`config.mk`:
```
export PLATFORM = sky130hd
export DESIGN_NAME = serial_subtractor
export DESIGN_NICKNAME = d
export VERILOG_FILES = /design/src/rtl/serial_subtractor_pkg.sv /design/src/rtl/full_subtractor.sv /design/src/rtl/serial_subtractor.sv
export SDC_FILE = /design/constraint.sdc
export NUM_CORES = 1
export LEC_CHECK = 0
export ABC_AREA = 1
export CORE_ASPECT_RATIO = 1.2
export CORE_UTILIZATION = 52
export DETAILED_ROUTE_END_ITERATION = 7
export HOLD_SLACK_MARGIN = 0.02
export PLACE_DENSITY = 0.93
export SLEW_MARGIN = 20
export SYNTH_ARGS = -nofsm -noshare
export SYNTH_HDL_FRONTEND = slang
export SYNTH_HIERARCHICAL = 1
export SYNTH_SLANG_ARGS = --single-unit
```
`constraint.sdc`:
```
create_clock -name clk -period 1.7 [get_ports clk]
set_input_delay 0.34 -clock clk [delete_from_list [all_inputs] [get_ports clk]]
set_output_delay 0.34 -clock clk [all_outputs]
set_load 0.005 [all_outputs]
```
`src/rtl/serial_subtractor_pkg.sv`:
```
// Shared definitions for the bit-serial subtractor: FSM state encoding and default width.
package serial_subtractor_pkg;

    localparam int unsigned DEFAULT_WIDTH = 4;

    typedef enum logic [1:0] {
        IDLE = 2'd0,
        RUN  = 2'd1,
        DONE = 2'd2
    } state_t;

endpackage

```
`src/rtl/full_subtractor.sv`:
```
// One-bit full subtractor: d = a - b - bin, bout set when the step needs a borrow.
module full_subtractor (
    input  logic a,
    input  logic b,
    input  logic bin,
    output logic d,
    output logic bout
);

    assign d    = a ^ b ^ bin;
    assign bout = (~a & b) | (~(a ^ b) & bin);

endmodule

```
`src/rtl/serial_subtractor.sv`:
```
// Bit-serial unsigned subtractor with valid/ready handshakes: one bit per cycle, LSB first,
// result held in DONE until the consumer takes it.
module serial_subtractor
    import serial_subtractor_pkg::*;
#(
    parameter int unsigned WIDTH = DEFAULT_WIDTH
) (
    input  logic             clk,
    input  logic             rst,
    input  logic             in_valid,
    output logic             in_ready,
    input  logic [WIDTH-1:0] X,
    input  logic [WIDTH-1:0] Y,
    output logic             out_valid,
    input  logic             out_ready,
    output logic [WIDTH-1:0] D,
    output logic             Bo
);

    localparam int unsigned CW = $clog2(WIDTH + 1);
    localparam logic [CW-1:0] LAST_BIT = CW'(WIDTH - 1);

    state_t           state;
    logic [WIDTH-1:0] x_sr;
    logic [WIDTH-1:0] y_sr;
    logic [WIDTH-1:0] d_sr;
    logic             borrow;
    logic [CW-1:0]    cnt;
    logic             d_bit;
    logic             b_next;

    full_subtractor u_fs (
        .a    (x_sr[0]),
        .b    (y_sr[0]),
        .bin  (borrow),
        .d    (d_bit),
        .bout (b_next)
    );

    always_ff @(posedge clk or posedge rst) begin
        if (rst) begin
            state  <= IDLE;
            x_sr   <= '0;
            y_sr   <= '0;
            d_sr   <= '0;
            borrow <= 1'b0;
            cnt    <= '0;
        end else begin
            case (state)
                IDLE: begin
                    if (in_valid) begin
                        x_sr   <= X;
                        y_sr   <= Y;
                        borrow <= 1'b0;
                        cnt    <= '0;
                        state  <= RUN;
                    end
                end
                RUN: begin
                    // Difference bits enter at the MSB so the LSB lands at bit 0 after WIDTH shifts.
                    d_sr   <= {d_bit, d_sr[WIDTH-1:1]};
                    x_sr   <= x_sr >> 1;
                    y_sr   <= y_sr >> 1;
                    borrow <= b_next;
                    cnt    <= cnt + CW'(1);
                    if (cnt == LAST_BIT) begin
                        state <= DONE;
                    end
                end
                DONE: begin
                    if (out_ready) begin
                        state <= IDLE;
                    end
                end
                default: state <= IDLE;
            endcase
        end
    end

    assign in_ready  = (state == IDLE);
    assign out_valid = (state == DONE);
    assign D         = d_sr;
    assign Bo        = borrow;

endmodule
```
Yosys cells after proc, flatten, opt, wreduce, memory -nomap -nowiden
Index checks and enable logic that the tools add are counted.

word-level totals
  output and inout port bits = 7
  input bits = 12
  word-level logic and storage cells = 36
  register bits = 18

operators by class
  reduce and logical (&&, ||, !) cells = 4
  bitwise gates (word level) = 7
  add/subtract/negate cells = 1
  eq/ne operators = 6
  multiplexer cells = 12

operators by type and width
  kind                                                             count
  4-bit one-hot mux with 2 select lines                            2
  4-bit 2-to-1 mux                                                 2
  2-bit 2-to-1 mux                                                 3
  2-bit one-hot mux with 3 select lines                            1
  3-bit one-hot mux with 2 select lines                            1
  2-bit != test, second input constant                             2
  3-bit by 1-bit adder with 3-bit output, second input constant    1
  3-bit by 2-bit == test with 1-bit output, second input constant  1
  3-bit 2-to-1 mux                                                 1
  3-bit AND reduction                                              1
  1-bit AND                                                        2
  2-bit by 1-bit == test with 1-bit output, second input constant  1
  2-bit == test, second input constant                             1
  2-bit logical NOT                                                1
  2-bit by 1-bit != test with 1-bit output, second input constant  1
  1-bit inverter                                                   2
  1-bit one-hot mux with 2 select lines                            1
  2-bit AND reduction                                              1
  2-bit nonzero test                                               1
  1-bit bitwise XOR                                                2
  1-bit 2-to-1 mux                                                 1
  1-bit bitwise OR                                                 1

Longest topological paths before layout
Gate-level depths: netlist (run 1).

  word-level depth = 5
  mapped depth = 6
  mapped depth without buffers = 5

Hierarchy
Netlist (run 1), hierarchy kept.

modules (own cells, without submodules)
  module             cells each  times used  seq. area each (um^2)  area an instance (um^2)
  serial_subtractor  103         1           450.4                  847.1
  full_subtractor    4           1           0.0                    31.3

Worst setup path after synthesis (run 1)
No wires, ideal clock.

  path kind = flip-flop to flip-flop
  start point = register borrow, in the netlist Bo
  end point = register d_sr[3], in the netlist D[3]
  library setup time = 0.126 ns
  setup slack = 0.611 ns
  arrival = 0.964 ns
  buffers on the path = 0
  required time = 1.574 ns
  stages on the path, launching flop included = 5
  clock period less this slack = 1.089 ns
  cells stage by stage = dfrtp_1 -> inv_1 -> fa_1 -> nand2_1 -> o21ai_0

on the way
  cells in the longest elaborated chain, start to end = 1

RTL lines
  element                   line                     source
  start: declaration        serial_subtractor.sv:27  logic borrow;
  start signal: assignment  serial_subtractor.sv:64  borrow <= b_next;
  1-bit bitwise XOR         full_subtractor.sv:10    assign d = a ^ b ^ bin;
  net d_bit                 serial_subtractor.sv:29  logic d_bit;
  end signal: assignment    serial_subtractor.sv:61  d_sr <= {d_bit, d_sr[WIDTH-1:1]};
  end: declaration          serial_subtractor.sv:26  logic [WIDTH-1:0] d_sr;

The timed path passes the listed nets, and every way through them passes these cells.
A chain may end at the register's enable or synchronous reset.

Worst setup path in the final report (run 1)
  start point = register borrow, in the netlist Bo
  end point = output port Bo

RTL lines
  element           line                     source
  end: declaration  serial_subtractor.sv:17  output logic Bo

No word-level cell between the ends.

==> reports/metrics.yaml, run 1 <==
dr_total_vias: 751
synth.most_common_cell: "nand2_1"
synth_top_area_frac: 0.513
die_y_um: 47.0
grt_pass1_vias: 700
p_per_area_nw_per_um2: 1800
critical-path-top-delay-family: "buffers and inverters"
layout-drive-gt1-share: 0.115
crit_chain: "clkdlybuf4s50_1"
ff_latch_area_um2: 450
ir_worst_vdd_uv: 965
grt_pass1_wl_um: 2770
cts_tree: "built"
num_rows: 15
min_path_type: "in2async"
rsz0062_at_grt: "false"
rrSetupSlack_ps: 440
post-route-drc-count: 0
synth.cell_area_um2: 878
worst_ep_required_time_ps: 1360
cpPeakStageDelay_ps: 510
reg2reg_from: "state[0]"
finalCriticalPeriod_ps: 1530
status: "completed"
clockBufferDepth: 2
synth_flop_cell: "dfrtp_1"
synth-seq-cells: 18
slew_violations: 0
reg2regPathDepth: 4
multi_input_comb_area_um2: 333
worstSkewPairLatency_ps: 300
synth_common_cells: "nand2_1, dfrtp_1, inv_1"
vias_per_cell: 5.07
synthToLayoutAreaGrowth_pct: 27.9
synthArstFlopShare: 1.00
nets: 147
crit_path_max_fanout: 3
root_buffer: "clkbuf_4"
postSynthNetCount: 122
finClkSkew_ps: 3.27
cts_sinks: 18
critical-path-slowest-cell: "clkdlybuf4s50_1"
io_buffers: 18
n_antenna_cell: 0
yosys_warnings: 6
crit_start: "Bo"
avgRoutedWirePerCell_um: 12.0
hold_viol_final: 0
relSlewSlack: 0.712
antenna_left: 0
grt_util_all_layers: 0.237
synth-edff-count: 0
drtIter0Drc: 14
h-tree-depth: 1
firstDrtPassIters: 4
r2r_end: "x_sr[0]"
io_pins: 19
clk_pin_slew_worst_paths_ps: 100
grt_overflow: 0
tightest_slew_ps: 431
setup_viol: 0
wl_um: 1780
dieArea_um2: 1860
hpwl_um: 1260
leakagePower_nw: 0.609
worstSetupPathType: "reg2out"
startpoint_type: "flip-flop"
synth.largest_area_cell: "dfrtp_1"
start_util: 0.585
netlist_top_cells_area: "dfrtp_1, nand2_1, inv_1"
die_w_um: 39.5
synth_cell_types: 16
post-route-period-util: 0.902
arrival_ps: 1190
clock.fmax_ghz: 0.652
antenna_found_initial: 0
avgSynthCellArea_um2: 8.21
cp-end-kind: "output pin"
cts_buffers: 3
netlist_instances: 107
tns_ps: 0
maxCapViolCount: 0
ys_seq_area_frac: 0.513
nFillCells: 114
core_um2: 1500
critPathBufInv: 1
gp_congestion: 0.776
grt_max_degree: 19
fin_util: 0.748
[cells in the final DEF (no fill, tap or decap), types with 2 or more instances in the layout]
cell and instances:
nor2_1 2, inv_2 2, clkdlybuf4s50_1 16, nand2_1 41, buf_4 4, ha_1 2, dfrtp_1 18, nand3_1 8
dlygate4sd2_1 2, inv_1 18, a21oi_1 2, clkbuf_4 3, o21ai_0 5
[sequential cells by signal (all words and copies together) (netlist names)]
register and cells:
state 2, cnt 3, D 4, x_sr 4
Bo 1, y_sr 4
[stage by stage]
stage / hold WS [ps] / cell area, um^2 / cells / total power, mW / setup slack, ps
global route: 377 / 1120 / 148 / 2.18 / 113
floorplan: 279 / 878 / 107 / 1.42 / 611
global placement: 458 / 1070 / 142 / 1.66 / 244
detailed placement: 466 / 1070 / 142 / 1.72 / 218
finish: 344 / 1120 / 148 / 2.02 / 166
CTS: 350 / 1120 / 148 / 2.03 / 154
[how the worst max path moves through the flow]
stage / endpoint / cells past startpoint
2_1_floorplan: D[3] / 4
3_3_place_gp: in_ready / 2
3_5_place_dp: in_ready / 2
4_1_cts: Bo / 1
5_1_grt: Bo / 1
6_report: Bo / 1
[cells by family after synthesis]
| kind of cell | synth area share |
|---|---|
| adders and majority gates | 0.0513 |
| DFF | 0.513 |
| buffers and inverters | 0.111 |
| AOI/OAI and AO/OA | 0.0584 |
| and+or+nand+nor | 0.266 |
[layer usage]
metal  GRT usage  part of all wire
met5           0                 0
met2       0.413              0.52
met1       0.244              0.40
met4       0.166             0.037
met3      0.0569             0.042
[repair_timing]
action                                  CTS  global route
endpoints found under the setup margin    2             0
setup buffers                             2             0
hold buffers                              0             0
resized for setup                         3             0
[layout make-up]
class / instances / share of cell area
well taps: 17 / 0.0189
repair buffers: 22 / 0.185
flip-flops and latches: 18 / 0.401
inverters: 20 / 0.0668
multi-input cells: 67 / 0.296
clock buffers: 4 / 0.0323
[where the power goes]
group          internal (mW)  switching (mW)
logic                  0.431           0.565
registers              0.630           0.123
clock network          0.131           0.140
total                   1.19           0.828
(Power assumes the default switching activity.)
==> run 2, diff against run 1 <==
Settings changed: CORE_MARGIN from default to 8.
==> run 2 against run 1 <==
  * Core utilization down 4.6 points
  * Total power is 1.4% higher
  * Sequential cell count is the same
  * Wire length up 14%
==> reports/metrics.yaml, run 2 (synthesized netlist as in run 1, its figures left out) <==
status: "completed"  # unchanged
setup_viol: 0  # unchanged
crit_path_max_fanout: 3  # unchanged
grt_util_all_layers: 0.141  # was 0.237
post-route-period-util: 0.908  # was 0.902
hold_viol_final: 0  # unchanged
n_antenna_cell: 0  # unchanged
arrival_ps: 1200  # was 1190 ps
h-tree-depth: 1  # unchanged
hpwl_um: 1470  # was 1260 um
antenna_found_initial: 0  # unchanged
rsz0062_at_grt: "false"  # unchanged
startpoint_type: "flip-flop"  # unchanged
avgRoutedWirePerCell_um: 13.6  # was 12.0 um
hold_buffers: 0  # unchanged
power.total_mw: 2.05  # was 2.02 mW
cts_tree: "built"  # unchanged
vias_per_cell: 5.20  # was 5.07
clockBufferDepth: 2  # unchanged
io_pins: 19  # unchanged
switching_share: 0.416  # was 0.410
leakagePower_nw: 0.609  # unchanged
io_buffers: 18  # unchanged
gp_congestion: 0.785  # was 0.776
tightest_slew_ps: 417  # was 431 ps
critical-path-top-delay-family: "buffers and inverters"  # unchanged
num_rows: 16  # was 15
finalWorstSetupSlack_ps: 157  # was 166 ps
hold_ws_ps: 354  # was 344 ps
post-route-drc-count: 0  # unchanged
power.share.clock: 0.127  # was 0.134
grt_overflow: 0  # unchanged
switchingPower_uw: 853  # was 828 uW
nets: 147  # unchanged
dr_total_vias: 775  # was 751
grt_pass1_vias: 858  # was 700
worstSkewPairLatency_ps: 290  # was 300 ps
cpPeakStageDelay_ps: 520  # was 510 ps
critical-path-slowest-cell: "clkdlybuf4s50_1"  # unchanged
wl_um: 2020  # was 1780 um
layout-drive-gt1-share: 0.115  # unchanged
relSlewSlack: 0.722  # was 0.712
seqPwrFrac: 0.373  # about the same
firstDrtPassIters: 5  # was 4
ir_worst_vdd_uv: 835  # was 965 uV
worstSetupPathType: "reg2out"  # unchanged
cts_sinks: 18  # unchanged
cts_buffers: 3  # unchanged
antenna_left: 0  # unchanged
finalCriticalPeriod_ps: 1540  # was 1530 ps
drtIter0Drc: 31  # was 14
p_per_area_nw_per_um2: 1820  # was 1800 nW/um^2
grt_max_degree: 19  # unchanged
pwr-share-comb: 0.500  # was 0.493
dieArea_um2: 3270  # was 1860 um^2
finClkSkew_ps: 9.05  # was 3.27 ps
dp_slack_ps: 197  # was 218 ps
worst_ep_required_time_ps: 1360  # about the same
maxCapViolCount: 0  # unchanged
crit_chain: "clkdlybuf4s50_1"  # unchanged
clk_pin_slew_worst_paths_ps: 110  # was 100 ps
critPathBufInv: 1  # unchanged
root_buffer: "clkbuf_4"  # unchanged
clock.fmax_ghz: 0.648  # was 0.652 GHz
p_int_mw: 1.20  # was 1.19 mW
start_util: 0.548  # was 0.585
core_um2: 1600  # was 1500 um^2
die_w_um: 53.5  # was 39.5 um
layout_commonest_cell: "nand2_1"  # unchanged
tns_ps: 0  # unchanged
grt_pass1_wl_um: 3550  # was 2770 um
synthToLayoutAreaGrowth_pct: 28.1  # was 27.9%
die_y_um: 61.0  # was 47.0 um
cp-end-kind: "output pin"  # unchanged
slew_violations: 0  # unchanged
final_cell_mix: "nand2_1, dfrtp_1, inv_1"  # unchanged
min_path_type: "in2async"  # unchanged
-- run 2: cell counts in the layout (fill, tap and decap cells not counted) --
No cell type changed its count.
-- run 2: through the flow --
step / instance area, um^2 / util / cells
after floorplan: 878 / - / 107
after global placement: 1070 / 0.670 / 143
after detailed placement: 1070 / 0.670 / 143
after CTS: 1120 / 0.702 / 149
after global routing: 1120 / 0.702 / 149
final: 1120 / 0.702 / 149
-- run 2: path summary, 6_finish.rpt --
| kind | start | endpoint | slack, ps | depth (start not counted) |
|---|---|---|---|---|
| max | D[1] | D[1] | 160 | 1 |
| min | rst | D[1] | 350 | 3 |
| max reg2reg | state[0] | cnt[1] | 430 | 4 |
| min reg2reg | cnt[2] | cnt[2] | 490 | 2 |
| max in group asynchronous | rst | Bo | 1150 | 3 |
| min in group clk | cnt[2] | cnt[2] | 490 | 2 |
-- run 2: power by group through the flow --
stage / sequential [mW] / combinational, mW / clock, mW
after global placement: 0.747 / 0.920 / 0
after CTS: 0.761 / 1.03 / 0.265
after floorplan: 0.756 / 0.664 / 0
final: 0.764 / 1.03 / 0.259
after global routing: 0.783 / 1.16 / 0.278
after detailed placement: 0.767 / 0.982 / 0
-- run 2: per-layer routing --
layer  part of all wire  global-route usage  wire, um
met1               0.36               0.150       729
met2               0.55               0.252      1100
met3              0.069              0.0386       140
met4              0.023              0.0650        46
met5                  0                   0         0
-- run 2: repair_timing --
item                       in CTS  in global routing
gates resized for setup         3                  0
setup endpoints to repair       2                  0
buffers inserted                2                  0
-- run 2: layout make-up --
cell class                      instances  area [um^2]
Tap cell                               18         22.5
Multi-Input combinational cell         67          333
Clock buffer                            4         36.3
Timing Repair Buffer                   22          208
Sequential cell                        18          450
Inverter                               20         75.1
Fill cell                             124          477
